`config.mk`:
```
export PLATFORM = sky130hd
export DESIGN_NAME = mem_arbiter_2stage
export DESIGN_NICKNAME = d
export VERILOG_FILES = /design/src/rtl/mem_arbiter_2stage.sv
export SDC_FILE = /design/constraint.sdc
export NUM_CORES = 1
export LEC_CHECK = 0
export BUFFER_PORTS_ARGS = -buffer_cell sky130_fd_sc_hd__clkbuf_2
export CAP_MARGIN = 10
export CORE_MARGIN = 1.5
export CORE_UTILIZATION = 30
export CTS_BUF_LIST = sky130_fd_sc_hd__clkbuf_8
export CTS_CLUSTER_DIAMETER = 100
export DETAILED_ROUTE_END_ITERATION = 8
export PLACE_DENSITY = 0.63
export SLEW_MARGIN = 20
export SYNTH_ARGS = -nofsm -noshare
export SYNTH_HDL_FRONTEND = slang
export SYNTH_SLANG_ARGS = --single-unit
```
`constraint.sdc`:
```
create_clock -name clock -period 3.9 [get_ports clock]
set_input_delay 0.195 -clock clock [delete_from_list [all_inputs] [get_ports clock]]
set_output_delay 0.195 -clock clock [all_outputs]
set_load 0.01 [all_outputs]
```
`src/rtl/mem_arbiter_2stage.sv`:
```
// Two-port memory arbiter: shares one variable-latency memory port between
// the core's fetch and data ports, one transaction at a time, with a watchdog.
module mem_arbiter_2stage #(
  parameter int unsigned STREAK_MAX = 4,
  parameter int unsigned TIMEOUT    = 255
) (
  input  logic        clock,
  input  logic        reset,
  input  logic        io_imem_req_valid,
  input  logic [31:0] io_imem_req_bits_addr,
  output logic        io_imem_resp_valid,
  output logic [31:0] io_imem_resp_bits_data,
  input  logic        io_dmem_req_valid,
  input  logic [31:0] io_dmem_req_bits_addr,
  input  logic [31:0] io_dmem_req_bits_data,
  input  logic        io_dmem_req_bits_fcn,
  input  logic [2:0]  io_dmem_req_bits_typ,
  output logic        io_dmem_resp_valid,
  output logic [31:0] io_dmem_resp_bits_data,
  output logic        io_mem_req_valid,
  input  logic        io_mem_req_ready,
  output logic [31:0] io_mem_req_bits_addr,
  output logic [31:0] io_mem_req_bits_data,
  output logic        io_mem_req_bits_fcn,
  output logic [2:0]  io_mem_req_bits_typ,
  input  logic        io_mem_resp_valid,
  input  logic [31:0] io_mem_resp_bits_data,
  output logic        io_busy,
  output logic        io_timeout
);

  typedef enum logic [1:0] {S_IDLE = 2'd0, S_REQ = 2'd1, S_WAIT = 2'd2, S_RESP = 2'd3} state_t;

  localparam int unsigned   SW         = $clog2(STREAK_MAX + 2);
  localparam logic [SW-1:0] STREAK_LIM = SW'(STREAK_MAX);
  localparam logic [15:0]   WDOG_LAST  = 16'(TIMEOUT - 1);

  state_t        state_q, state_d;
  logic          owner_q, owner_d;
  logic [SW-1:0] streak_q, streak_d;
  logic [15:0]   wdog_q, wdog_d;
  logic [31:0]   addr_q, addr_d;
  logic [31:0]   wdata_q, wdata_d;
  logic          fcn_q, fcn_d;
  logic [2:0]    typ_q, typ_d;
  logic          req_valid_q, req_valid_d;
  logic [31:0]   rdata_q, rdata_d;
  logic          imem_rv_q, imem_rv_d;
  logic          dmem_rv_q, dmem_rv_d;
  logic          timeout_q, timeout_d;
  logic          busy_q, busy_d;
  logic          grant_dmem;

  always_comb begin
    state_d     = state_q;
    owner_d     = owner_q;
    streak_d    = streak_q;
    wdog_d      = wdog_q;
    addr_d      = addr_q;
    wdata_d     = wdata_q;
    fcn_d       = fcn_q;
    typ_d       = typ_q;
    req_valid_d = req_valid_q;
    rdata_d     = rdata_q;
    imem_rv_d   = 1'b0;
    dmem_rv_d   = 1'b0;
    timeout_d   = 1'b0;
    grant_dmem  = 1'b0;

    case (state_q)
      S_IDLE: begin
        if (io_imem_req_valid || io_dmem_req_valid) begin
          // dmem wins unless it has starved a waiting fetch for STREAK_MAX grants
          grant_dmem  = io_dmem_req_valid && !(io_imem_req_valid && streak_q == STREAK_LIM);
          state_d     = S_REQ;
          req_valid_d = 1'b1;
          if (grant_dmem) begin
            owner_d  = 1'b1;
            addr_d   = io_dmem_req_bits_addr;
            wdata_d  = io_dmem_req_bits_data;
            fcn_d    = io_dmem_req_bits_fcn;
            typ_d    = io_dmem_req_bits_typ;
            if (!io_imem_req_valid)       streak_d = '0;
            else if (streak_q != STREAK_LIM) streak_d = streak_q + SW'(1);
          end else begin
            owner_d  = 1'b0;
            addr_d   = io_imem_req_bits_addr;
            wdata_d  = '0;
            fcn_d    = 1'b0;
            typ_d    = 3'd3;
            streak_d = '0;
          end
        end
      end
      S_REQ: begin
        if (io_mem_req_ready) begin
          state_d     = S_WAIT;
          req_valid_d = 1'b0;
          wdog_d      = '0;
        end
      end
      S_WAIT: begin
        wdog_d = wdog_q + 16'd1;
        // a real response takes precedence over a simultaneous watchdog expiry
        if (io_mem_resp_valid) begin
          rdata_d   = io_mem_resp_bits_data;
          state_d   = S_RESP;
          imem_rv_d = !owner_q;
          dmem_rv_d = owner_q;
        end else if (wdog_q == WDOG_LAST) begin
          rdata_d   = '0;
          timeout_d = 1'b1;
          state_d   = S_RESP;
          imem_rv_d = !owner_q;
          dmem_rv_d = owner_q;
        end
      end
      S_RESP:  state_d = S_IDLE;
      default: state_d = S_IDLE;
    endcase

    busy_d = (state_d != S_IDLE);
  end

  always_ff @(posedge clock or negedge reset) begin
    if (!reset) begin
      state_q     <= S_IDLE;
      owner_q     <= 1'b0;
      streak_q    <= '0;
      wdog_q      <= '0;
      addr_q      <= '0;
      wdata_q     <= '0;
      fcn_q       <= 1'b0;
      typ_q       <= '0;
      req_valid_q <= 1'b0;
      rdata_q     <= '0;
      imem_rv_q   <= 1'b0;
      dmem_rv_q   <= 1'b0;
      timeout_q   <= 1'b0;
      busy_q      <= 1'b0;
    end else begin
      state_q     <= state_d;
      owner_q     <= owner_d;
      streak_q    <= streak_d;
      wdog_q      <= wdog_d;
      addr_q      <= addr_d;
      wdata_q     <= wdata_d;
      fcn_q       <= fcn_d;
      typ_q       <= typ_d;
      req_valid_q <= req_valid_d;
      rdata_q     <= rdata_d;
      imem_rv_q   <= imem_rv_d;
      dmem_rv_q   <= dmem_rv_d;
      timeout_q   <= timeout_d;
      busy_q      <= busy_d;
    end
  end

  assign io_mem_req_valid       = req_valid_q;
  assign io_mem_req_bits_addr   = addr_q;
  assign io_mem_req_bits_data   = wdata_q;
  assign io_mem_req_bits_fcn    = fcn_q;
  assign io_mem_req_bits_typ    = typ_q;
  assign io_imem_resp_valid     = imem_rv_q;
  assign io_dmem_resp_valid     = dmem_rv_q;
  assign io_imem_resp_bits_data = rdata_q;
  assign io_dmem_resp_bits_data = rdata_q;
  assign io_busy                = busy_q;
  assign io_timeout             = timeout_q;

endmodule

```
==> summary.md <==
| Metric | Value |
|---|---|
| Most common cell after layout, fill and taps aside | clkbuf_2 |
| Total CTS buffers | 17 |
| WP data required | 4.16 ns |
| Num ports | 275 |
| P_sw | 2.12 mW |
| Commonest non-fill, non-tap cells in the layout | clkbuf_2 (273), dfrtp_1 (127), dlygate4sd3_1 (71), a22o_1 (66), nand2_1 (53) |
| Fraction of layout cells with a size suffix above 1 | 40.2% |
| Initial antenna violation count | 0 |
| Synth area leaders | dfrtp_1 (59%), a22o_1 (11%), mux2i_1 (7.3%) |
| CTS tree | done |
| Vias/cell | 4.57 |
| Final Net Count | 903 |
| Part of the power in the clock network | 21.1% |
| Peak Freq | 494 MHz |
| Die ar. | 0.0187 mm2 |
| Port buffer count | 274 |
| Yosys warning total | 0 |
| Worst hold margin | 0.0458 ns |
| Clock sink total | 127 |
| PwrDens | 726 mW/mm2 |
| RSZ-0062 raised after global routing | no |
| Hold Path Class | input pin to flip-flop |
| Ant diodes | 0 |
| Post-Layout Inst Area | 0.00781 mm2 |
| Synthesized flop and latch total | 127 |
| First-pass GRT wire length | 22500 um |
| Placer Congestion | 0.769 |
| Total Routing Usage GR | 15.6% |
| Result of the run | finished clean |
| Register area share after synthesis | 59.2% |
| Post-CTS Setup Bufs | 0 |
| Max-Cap Viols | 0 |
| Area grow syn2layout | 45.3% |
| Combinational share of power | 38.5% |
| H-tree Lvls | 4 |
| Core area | 0.0174 mm2 |
| Worst-margin pin slew | 0.969 ns |
| Multi-input logic area | 0.00180 mm2 |
| Leading area contributor after synthesis | dfrtp_1 |
| DIE HEIGHT | 137 um |
| Post-layout min period | 2.03 ns |
| # setup viols final | 0 |
| Crit. End Element | flip-flop |
| Clk_skew | 0.00970 ns |
| Clk Latency, worst-skew pair | 0.43 ns |
| Tcrit/Tclk final | 52.0% |
| Routed WL | 14500 um |
| Fillers | 1650 |
| Reg clk slew, reported paths | 0.07 ns |
| DR iter-0 viols | 195 |
| Internal | 3.55 mW |
| Final max-slew violation count | 0 |
| Post-Syn Nets | 596 |
| Total gr overflow | 0 |
| Leakage | 4.10 nW |
| Total Neg Setup Slack | 0 ns |
| Die X | 137 um |
| Sequential cell area | 0.00318 mm2 |
| Total iterations of the first detailed-routing run | 5 |
| Net Sw Frac | 37.3% |
| Hold Fails Final Rpt | 0 |
| Netlist cell types | 33 |
| Remaining routing DRC violations | 0 |
| Arr. time, crit path | 2.29 ns |
| Post-placement cell area | 0.00668 mm2 |
| Core Util, Final | 44.8% |
| Avg Cell Area, Syn | 11.8 um2 |
| Rows | 48 |
| Synth Cell Area | 0.00537 mm2 |
| Share of the synthesized area in the top cell type | 59.2% |
| Worst vdd ir | 0.308 mV |
| Wire per inst | 14.5 um |
| Startpoint Class | flip-flop |
| Gate count of the mapped netlist | 454 |
| Antenna Nets Post-Route | 0 |
| Sequential power share | 40.5% |
| Final HPWL DP | 9310 um |
| Root Driver | clkbuf_8 |
| Vias | 4557 |
| Clock Tree Buf Depth | 2 |
| Setup CP Type | flip-flop to flip-flop |
| Largest net degree at the start of global routing | 104 |
| CP max FO | 32 |
| Starting Density | 30.8% |
| Max-slew headroom | 35.2% |
| Vias in the first global route | 4443 |
stage by stage:
stage                     std cells  setup slack, ns  total power, mW
after global routing            998             1.70             6.10
after CTS                       997             1.85             5.74
final                           998             1.87             5.67
after detailed placement        896             1.84             4.45
after global placement          896             1.66             4.41
after floorplan                 454             2.25             3.66
state kept, by name (all words and copies together) (netlist names), 2 cells and up:
name                    flops
state_q                     2
io_dmem_resp_bits_data     32
io_mem_req_bits_addr       32
wdog_q                     16
io_mem_req_bits_data       32
streak_q                    3
io_mem_req_bits_typ         3
Yosys cell counts:
| library cell | n |
|---|---|
| o21a_1 | 1 |
| a31oi_1 | 5 |
| nor3_1 | 2 |
| and4_1 | 3 |
| o21ai_0 | 43 |
| a21oi_1 | 1 |
| inv_1 | 5 |
| nor2b_1 | 1 |
| a22o_1 | 66 |
| buf_6 | 4 |
| nand4_1 | 4 |
| o31ai_1 | 1 |
| buf_2 | 15 |
| nand3b_1 | 1 |
| xor2_1 | 1 |
| ha_1 | 4 |
| o22a_1 | 2 |
| buf_4 | 32 |
| nand2_1 | 54 |
| nor4_1 | 4 |
| xnor2_1 | 1 |
| nor4bb_1 | 1 |
| and4b_1 | 1 |
| nand2b_1 | 3 |
| and3_1 | 1 |
| nand3_1 | 13 |
| o211ai_1 | 1 |
| dfrtp_1 | 127 |
| nor2_1 | 7 |
| buf_1 | 2 |
| mux2i_1 | 39 |
| clkbuf_1 | 7 |
| a21o_1 | 2 |
worst max-delay path, cell delays in order (launching register included):
cell and delay (ns):
dfrtp_1 0.40, inv_1 0.07, ha_1 0.13, nand3_1 0.11, nand2_2 0.72, mux2i_1 0.30, o21ai_0 0.12
timing repair:
action | in CTS | in global routing
resized for setup | 0 | 0
hold endpoints to repair | 164 | 1
setup endpoints to repair | 0 | 0
hold buffers | 70 | 1
cells by family after synthesis:
kind of cell	after synthesis	share of synthesized area, %
buffers and inverters	65	7.69
xor gates and xnor gates	2	0.326
DFF	127	59.2
AOI/OAI and AO/OA	122	16.5
muxes	39	7.27
and+or+nand+nor	95	8.17
adders and majority gates	4	0.932
cell type report:
type,count,area share (%)
well taps,225,3.61
inverters,5,0.240
flip-flops and latches,127,40.7
multi-input cells,262,23.1
repair buffers,348,27.0
clock buffers,20,3.53
clock inverters,11,1.79
power by group through the flow:
stage / Combinational [mW] / Sequential (mW) / Clock (mW)
after detailed placement: 2.15 / 2.30 / 0
final: 2.18 / 2.29 / 1.19
after floorplan: 1.16 / 2.50 / 0
after global routing: 2.42 / 2.38 / 1.30
after global placement: 2.11 / 2.30 / 0
after CTS: 2.20 / 2.29 / 1.25
per-layer routing:
layer  global-route usage (%)  share of wire (%)  up-vias
met5                        0                  0        -
met4                     5.15                1.5        0
met3                     5.52                6.9       17
met2                     25.7                 49      191
met1                     19.2                 43     2131
li1                         -                  -     2218
path summary, 6_finish.rpt:
check / cells after the start / startpoint / to / slack, ns
max reg2reg: 6 / streak_q[0] / io_mem_req_bits_addr[27] / 1.87
max: 6 / streak_q[0] / io_mem_req_bits_addr[27] / 1.87
min in group asynchronous: 2 / reset / io_dmem_resp_bits_data[4] / 0.43
max in group asynchronous: 3 / reset / io_mem_req_bits_data[21] / 2.53
min: 3 / io_dmem_req_bits_addr[28] / io_mem_req_bits_addr[28] / 0.05
min reg2reg: 1 / owner_q / io_imem_resp_valid / 0.42
Note: power is estimated with default switching activity, not from simulation.
